[config.mk]
export PLATFORM = sky130hd
export DESIGN_NAME = type3n_dot
export DESIGN_NICKNAME = d
export VERILOG_FILES = /design/src/rtl/type3n_dot.sv
export SDC_FILE = /design/constraint.sdc
export NUM_CORES = 1
export LEC_CHECK = 0
export ABC_AREA = 1
export CAP_MARGIN = 10
export CORE_MARGIN = 2
export CORE_UTILIZATION = 45
export CTS_BUF_LIST = sky130_fd_sc_hd__clkbuf_4
export DETAILED_ROUTE_END_ITERATION = 10
export PLACE_DENSITY_LB_ADDON = 0.2
export SLEW_MARGIN = 5
export SYNTH_ARGS = -nofsm -noshare
export SYNTH_HDL_FRONTEND = slang
export SYNTH_SLANG_ARGS = --single-unit
[constraint.sdc]
create_clock -name clk -period 5.65 [get_ports clk]
set_input_delay 1.13 -clock clk [delete_from_list [all_inputs] [get_ports clk]]
set_output_delay 1.13 -clock clk [all_outputs]
set_load 0.1 [all_outputs]
[src/rtl/type3n_dot.sv]
// Systolic IMG_NB-lane signed dot product with a double-buffered, commit-coherent kernel.
// Optional output clamp to the image sample range is enabled by defining CONV_SATURATE_EN.
module type3n_dot #(
  parameter  int IMG_WIDTH = 16,
  parameter  int KER_WIDTH = 8,
  parameter  int IMG_NB    = 3,
  parameter  int PIPELINE  = 2,
  localparam int OUT_WIDTH = IMG_WIDTH + KER_WIDTH + $clog2(IMG_NB) + 1,
  localparam int LATENCY   = PIPELINE * IMG_NB + 1
) (
  input  logic                          clk,
  input  logic                          rst_n,
  input  logic [IMG_WIDTH*IMG_NB-1:0]   img,
  input  logic                          val,
  input  logic [KER_WIDTH-1:0]          ker_data,
  input  logic                          ker_wr,
  input  logic                          ker_commit,
  output logic [OUT_WIDTH-1:0]          result,
  output logic                          result_val
);

  localparam int PROD_WIDTH = IMG_WIDTH + KER_WIDTH;

  logic signed [KER_WIDTH-1:0] r_shadow     [IMG_NB];
  logic signed [KER_WIDTH-1:0] w_shadow_nxt [IMG_NB];
  logic        [LATENCY-1:0]   r_vpipe;
  logic signed [OUT_WIDTH-1:0] w_psum       [IMG_NB+1];
  logic signed [OUT_WIDTH-1:0] w_res_nxt;
  logic signed [OUT_WIDTH-1:0] r_result;
  logic                        r_result_val;

  // Shadow kernel next value; the commit path sees this so a same-cycle write is included
  always_comb begin
    for (int k = 0; k < IMG_NB; k++) begin
      w_shadow_nxt[k] = r_shadow[k];
    end
    for (int k = 0; k < IMG_NB - 1; k++) begin
      if (ker_wr) begin
        w_shadow_nxt[k] = r_shadow[k+1];
      end else begin
        w_shadow_nxt[k] = r_shadow[k];
      end
    end
    if (ker_wr) begin
      w_shadow_nxt[IMG_NB-1] = ker_data;
    end else begin
      w_shadow_nxt[IMG_NB-1] = r_shadow[IMG_NB-1];
    end
  end

  // Shadow kernel register
  always_ff @(posedge clk or negedge rst_n) begin
    if (!rst_n) begin
      for (int k = 0; k < IMG_NB; k++) begin
        r_shadow[k] <= '0;
      end
    end else begin
      for (int k = 0; k < IMG_NB; k++) begin
        r_shadow[k] <= w_shadow_nxt[k];
      end
    end
  end

  // Valid tag pipe, aligned with the datapath up to the last cell output
  always_ff @(posedge clk or negedge rst_n) begin
    if (!rst_n) begin
      r_vpipe <= '0;
    end else begin
      r_vpipe <= {r_vpipe[LATENCY-2:0], val};
    end
  end

  assign w_psum[0] = '0;

  for (genvar k = 0; k < IMG_NB; k++) begin : g_lane
    localparam int DLY = PIPELINE * k;

    logic signed [IMG_WIDTH-1:0]  r_img_sr [DLY+1];
    logic signed [KER_WIDTH-1:0]  r_ker_act;
    logic signed [OUT_WIDTH-1:0]  r_cell   [PIPELINE];
    logic signed [PROD_WIDTH-1:0] w_prod;
    logic        [OUT_WIDTH-1:0]  w_prod_ext;
    logic        [OUT_WIDTH-1:0]  w_sum;

    // Input register plus PIPELINE*k skew stages so lane k meets its partial sum
    always_ff @(posedge clk or negedge rst_n) begin
      if (!rst_n) begin
        for (int j = 0; j <= DLY; j++) begin
          r_img_sr[j] <= '0;
        end
      end else begin
        r_img_sr[0] <= img[k*IMG_WIDTH +: IMG_WIDTH];
        for (int j = 1; j <= DLY; j++) begin
          r_img_sr[j] <= r_img_sr[j-1];
        end
      end
    end

    if (DLY == 0) begin : g_commit_direct
      // Lane 0 takes the committed coefficient on the commit edge itself
      always_ff @(posedge clk or negedge rst_n) begin
        if (!rst_n) begin
          r_ker_act <= '0;
        end else if (ker_commit) begin
          r_ker_act <= w_shadow_nxt[k];
        end else begin
          r_ker_act <= r_ker_act;
        end
      end
    end else begin : g_commit_delayed
      logic                        r_cm_v [DLY];
      logic signed [KER_WIDTH-1:0] r_cm_c [DLY];

      // Each commit carries its own coefficient copy, so overlapping commits stay ordered
      always_ff @(posedge clk or negedge rst_n) begin
        if (!rst_n) begin
          for (int j = 0; j < DLY; j++) begin
            r_cm_v[j] <= 1'b0;
            r_cm_c[j] <= '0;
          end
          r_ker_act <= '0;
        end else begin
          r_cm_v[0] <= ker_commit;
          r_cm_c[0] <= w_shadow_nxt[k];
          for (int j = 1; j < DLY; j++) begin
            r_cm_v[j] <= r_cm_v[j-1];
            r_cm_c[j] <= r_cm_c[j-1];
          end
          if (r_cm_v[DLY-1]) begin
            r_ker_act <= r_cm_c[DLY-1];
          end else begin
            r_ker_act <= r_ker_act;
          end
        end
      end
    end

    assign w_prod     = r_img_sr[DLY] * r_ker_act;
    assign w_prod_ext = {{(OUT_WIDTH-PROD_WIDTH){w_prod[PROD_WIDTH-1]}}, w_prod};
    assign w_sum      = w_psum[k] + w_prod_ext;

    // MAC cell: adder followed by PIPELINE partial-sum registers
    always_ff @(posedge clk or negedge rst_n) begin
      if (!rst_n) begin
        for (int j = 0; j < PIPELINE; j++) begin
          r_cell[j] <= '0;
        end
      end else begin
        r_cell[0] <= w_sum;
        for (int j = 1; j < PIPELINE; j++) begin
          r_cell[j] <= r_cell[j-1];
        end
      end
    end

    assign w_psum[k+1] = r_cell[PIPELINE-1];
  end

`ifdef CONV_SATURATE_EN
  localparam logic signed [OUT_WIDTH-1:0] SAT_MAX =
    {{(OUT_WIDTH-IMG_WIDTH+1){1'b0}}, {(IMG_WIDTH-1){1'b1}}};
  localparam logic signed [OUT_WIDTH-1:0] SAT_MIN =
    {{(OUT_WIDTH-IMG_WIDTH+1){1'b1}}, {(IMG_WIDTH-1){1'b0}}};

  // Clamp to the image sample range, result stays sign-extended to OUT_WIDTH
  always_comb begin
    w_res_nxt = w_psum[IMG_NB];
    if (w_psum[IMG_NB] > SAT_MAX) begin
      w_res_nxt = SAT_MAX;
    end else if (w_psum[IMG_NB] < SAT_MIN) begin
      w_res_nxt = SAT_MIN;
    end else begin
      w_res_nxt = w_psum[IMG_NB];
    end
  end
`else
  // Full-precision result, no clamp
  always_comb begin
    w_res_nxt = w_psum[IMG_NB];
  end
`endif

  // Output register: result only moves on tagged beats, otherwise it holds
  always_ff @(posedge clk or negedge rst_n) begin
    if (!rst_n) begin
      r_result     <= '0;
      r_result_val <= 1'b0;
    end else begin
      r_result_val <= r_vpipe[LATENCY-1];
      if (r_vpipe[LATENCY-1]) begin
        r_result <= w_res_nxt;
      end else begin
        r_result <= r_result;
      end
    end
  end

  assign result     = r_result;
  assign result_val = r_result_val;

endmodule

== Yosys cells after proc, flatten, opt, wreduce, memory -nomap -nowiden ==
Index checks and enable logic that the tools add are counted.

* Logic and storage cells: 38
* Bits in registers: 412

* $add $sub $neg: 2
* $mul: 3
* Muxes and demuxes: 1

{| class="wikitable"
|+ Operators by type and width
! operator !! number
|-
| $mul 16x8->24 || 3
|-
| $add 25x24->26 || 1
|-
| $add 24x24->25 || 1
|-
| $mux 8 || 1
|}

== Logic depth before layout (Yosys ltp) ==
* Depth after elaboration: 2
* Mapped depth: 24

== Worst setup path after synthesis ==
OpenSTA, ideal clock, no wires.

* Kind: reg-to-reg
* Start: register g_lane[1].r_ker_act[0]
* End: register g_lane[1].r_cell[47] (netlist bit)
* Setup slack: 1.177 ns
* Arrival: 4.357 ns
* Path buffers: 2
* Stages on the path, launching flop included: 21
* Setup time: 0.117 ns
* Cells stage by stage: dfrtp_1 > clkbuf_1 > clkbuf_1 > nand2_1 > fa_1 > inv_1 > fa_1 > inv_1 > fa_1 > inv_1 > fa_1 > fa_1 > ha_1 > nand2_1 > nand3_1 > nand2_1 > nand3_1 > nand3_1 > nand2_1 > nand2_1 > nand2_1

* Word-level cells in the longest chain between the ends: 2

{| class="wikitable"
|+ Ends and longest elaborated chain
! item !! line !! source
|-
| start: declaration || 79 || <nowiki>logic signed [KER_WIDTH-1:0] r_ker_act;</nowiki>
|-
| start signal: assignment || 130 || <nowiki>r_ker_act <= r_cm_c[DLY-1];</nowiki>
|-
| start signal: assignment || 132 || <nowiki>r_ker_act <= r_ker_act;</nowiki>
|-
| $mul 16x8->24 || 138 || <nowiki>assign w_prod = r_img_sr[DLY] * r_ker_act;</nowiki>
|-
| $add 24x24->25 || 140 || <nowiki>assign w_sum = w_psum[k] + w_prod_ext;</nowiki>
|-
| net g_lane[1].w_sum[20] || 83 || <nowiki>logic [OUT_WIDTH-1:0] w_sum;</nowiki>
|-
| end signal: indexed assignment || 151 || <nowiki>r_cell[j] <= r_cell[j-1];</nowiki>
|-
| end: declaration || 80 || <nowiki>logic signed [OUT_WIDTH-1:0] r_cell [PIPELINE];</nowiki>
|}

The timed path passes the listed nets, and every way through them passes these cells.
A chain may end at the register's enable or synchronous reset.

== Worst setup path after layout ==
* Start: register g_lane[2].r_img_sr[15] (netlist bit)
* End: register g_lane[2].r_cell[49] (netlist bit)

* Word-level cells in the longest chain between the ends: 2

{| class="wikitable"
|+ Ends and longest elaborated chain
! item !! line !! source
|-
| start: declaration || 78 || <nowiki>logic signed [IMG_WIDTH-1:0] r_img_sr [DLY+1];</nowiki>
|-
| start signal: indexed assignment || 94 || <nowiki>r_img_sr[j] <= r_img_sr[j-1];</nowiki>
|-
| $mul 16x8->24 || 138 ||
|-
| $add 25x24->26 || 140 ||
|-
| net g_lane[2].w_sum[22] || 83 ||
|-
| end signal: indexed assignment || 151 ||
|-
| end: declaration || 80 ||
|}

The timed path passes the listed nets, and every way through them passes these cells.

==> metrics.md <==
| Metric | Value |
|---|---|
| Wire per inst | `14.31 microns` |
| GR Overflow Total | `0` |
| Number of synthesized register bits | `412` |
| Routed Antenna Nets | `0` |
| Crit-path max FO | `9` |
| IO Port Bufs | `88` |
| Reg area | `10,310 sq um` |
| RSZ-0062 raised after global routing | `false` |
| Mapped Cells | `2,864` |
| Most used cell, CP | `fa_1` |
| Maxcap violations | `0` |
| First-pass GRT wire length | `97.92 mm` |
| H-tree depth | `3` |
| Die Width | `253.3 microns` |
| Met3 GRT Util | `0.03505` |
| Vias per cell | `4.635` |
| WP data required | `6.38 ns` |
| Clk buf depth | `3` |
| Starting density of the core | `0.4541` |
| Synth unique cells | `34` |
| Setup-failing EPs final | `0` |
| Area contributors post-synth | `dfrtp_1 (37%), fa_1 (27%), inv_1 (9.7%), nand2_1 (8.9%), ha_1 (7.1%)` |
| Syn Nets | `3,454` |
| Post-synth top flop | `dfrtp_1` |
| Std cell rows | `91` |
| Avg Cell Area, Syn | `9.766 sq um` |
| Post-CTS Hold Buffers | `0` |
| I/O Pins | `89` |
| Post-cts sizing count | `0` |
| Die Y | `253.3 microns` |
| Status | `finished clean` |
| Crit path cell chain | `nand2_1 > clkinvlp_4 > fa_1 > inv_1 > fa_1 > inv_1 > fa_1 > fa_1 > ha_1 > ha_1 > nand2_1 > nor3_2 > nand3_1 > nand4_1 > nand2_1` |
| CTS Buf Count | `108` |
| Dpl hpwl | `44.98 mm` |
| Worst path arrival time | `5.96 ns` |
| DIE AREA | `64,170 sq um` |
| Worst clock skew | `0.05863 ns` |
| Sink Count | `412` |
| Yosys synthesis warning count | `0` |
| DRC | `0` |
| Final Cycle Share | `0.9262` |
| Number of synthesized flops with an enable pin | `0` |
| Endpoints failing hold | `0` |
| Tot GR Track Use | `0.1905` |
| Clock Tree Root | `clkbuf_4` |
| CP startpoint kind | `flop` |
| Max incr delay on CP | `0.60 ns` |
| Worst skew pair latency | `0.89 ns` |
| Worst slack at placement | `0.09551 ns` |
| P&R area growth vs syn | `10.95%` |
| CTS tree | `built` |
| Worst slew pin tran | `1.095 ns` |
| Filler cells | `5,749` |
| Cell with the most instances after synthesis | `inv_1` |
| Endpoint class of the critical path | `flop` |
| Max-slew violation count | `0` |
| Iteration-0 DRC Markers | `674` |
| Relative slew slack | `0.2698` |
| Slowest cell on crit path | `fa_1` |
| Clk slew on worst S/H paths | `0.06 ns` |
| Synth cell count leaders | `inv_1 (721), nand2_1 (665), dfrtp_1 (412)` |
| Nets@finish | `3,558` |
| GPL Wtd Cong | `0.8624` |
| Setup ws final | `0.4168 ns` |
| Largest net degree at the start of global routing | `130` |
| Most used routing layer | `met2` |
| Final Critical Period | `5.233 ns` |
| Fmax | `191.1 MHz` |
| Core Region | `61,600 sq um` |
| Routed WL | `55.67 mm` |
| Post-CTS setup buffers | `0` |
| Area of the multi-input gates | `14,540 sq um` |
| Initial antenna violation count | `2` |
| Vias in the first global route | `20,384` |
| Top-area cell type share of the netlist area | `0.3686` |
| Post-synthesis sequential area ratio | `0.3686` |
| Met2 Resource Use GR | `0.3577` |
| Layout cells sized above 1 | `0.08724` |
| Post-synth ARST share | `1.000` |
| Post-synth top area cell | `dfrtp_1` |
| Final TNS setup | `0 ns` |
| TritonRoute pass-1 iters | `5` |
| HP Class | `reg2reg` |
| Cell Area, Synth | `27,970 sq um` |
| DR vias | `18,029` |
| GR met1 Demand/Resource | `0.2156` |
| Type of the worst setup path | `reg2reg` |
-- cell type report --
class | count | share of cell area
multi-input combinational | 1623 | 0.4686
sequential | 412 | 0.3322
inverter | 724 | 0.08769
clock buffer | 155 | 0.03750
tap | 837 | 0.03375
timing repair buffer | 99 | 0.03242
clock inverter | 36 | 0.007499
antenna | 4 | 0.0003226
-- state kept, by name (all words and copies together) (netlist names), 7 cells and up --
name                            cells
g_lane.g_commit_delayed.r_cm_c     48
g_lane.r_cell                     124
g_lane.r_img_sr                   144
g_lane.r_ker_act                   24
r_shadow                            8
r_vpipe                             7
result                             26
w_res_nxt                          26
-- layer usage --
layer / vias up / share of wire / routed length [microns]
li1: 8572 / - / -
met1: 9012 / 0.40 / 22070
met2: 336 / 0.54 / 30060
met3: 109 / 0.036 / 2018
met4: 0 / 0.027 / 1522
met5: - / 0 / 0
-- placed cells by master (no fill, tap or decap), types with 2 or more instances in the layout --
master and n:
inv_12 2, dfrtp_1 412, nor2_2 3, nand2_1 665, nor3_1 3, nor2_1 107
xor2_1 25, fa_1 371, inv_8 2, buf_12 3, xnor2_1 17, inv_1 720
inv_2 3, and2_1 6, clkinv_1 20, o21bai_1 4, nand2_2 2, clkdlybuf4s50_1 87
diode_2 4, clkinv_2 8, nand4_1 12, a21o_1 2, clkinvlp_4 2, mux2_2 55
clkbuf_4 155, nand3_1 73, nand3_2 3, o21ai_0 29, buf_4 8, nor3_2 7
a21oi_1 64, ha_1 158, nand3b_1 5, or2_2 7
-- worst max-delay path: cells and delay by family (launching register included) --
family,cells,cell delay (ns)
adder cells (fa/ha/maj),6,2.75
AND/OR/NAND/NOR,6,1.37
buffers and inverters,3,0.48
flip-flops,1,0.52
-- cells by family (layout without fill, tap and decap cells) --
logic type	Yosys count	in the layout	share of synthesized area
buffers and inverters	829	1014	0.1119
and+or+nand+nor	896	896	0.1291
AOI/OAI and AO/OA	101	101	0.01888
adders and majority gates	529	529	0.3362
muxes	55	55	0.02214
DFF	412	412	0.3686
other	0	4	0
xor gates and xnor gates	42	42	0.01315
-- path summary, 6_finish.rpt --
kind	start	to	slack (ns)	cells after the start
max	g_lane[2].r_img_sr[15]$_DFF_PN0_	g_lane[2].r_cell[49]$_DFF_PN0_	0.42	15
min	g_lane[1].r_img_sr[24]$_DFF_PN0_	g_lane[1].r_img_sr[8]$_DFF_PN0_	0.31	0
max reg2reg	g_lane[2].r_img_sr[15]$_DFF_PN0_	g_lane[2].r_cell[49]$_DFF_PN0_	0.42	15
min reg2reg	g_lane[1].r_img_sr[24]$_DFF_PN0_	g_lane[1].r_img_sr[8]$_DFF_PN0_	0.31	0
max in group asynchronous	rst_n	g_lane[2].r_img_sr[31]$_DFF_PN0_	4.16	2
min in group asynchronous	rst_n	g_lane[1].g_commit_delayed.r_cm_c[9]$_DFFE_PN0P_	0.40	1
-- stage by stage --
stage / util / hold WS [ns] / instances / cell area (sq um)
after floorplan: - / 0.3312 / 2864 / 27970
final: 0.5038 / 0.3062 / 3890 / 31030
after CTS: 0.5034 / 0.3260 / 3886 / 31010
after global placement: 0.4807 / 0.3328 / 3695 / 29610
after detailed placement: 0.4807 / 0.3347 / 3695 / 29610
after global routing: 0.5038 / 0.3372 / 3890 / 31030
Power is not shown: default switching activity piles up to over one toggle a cycle in this logic, so the estimate is an artifact.
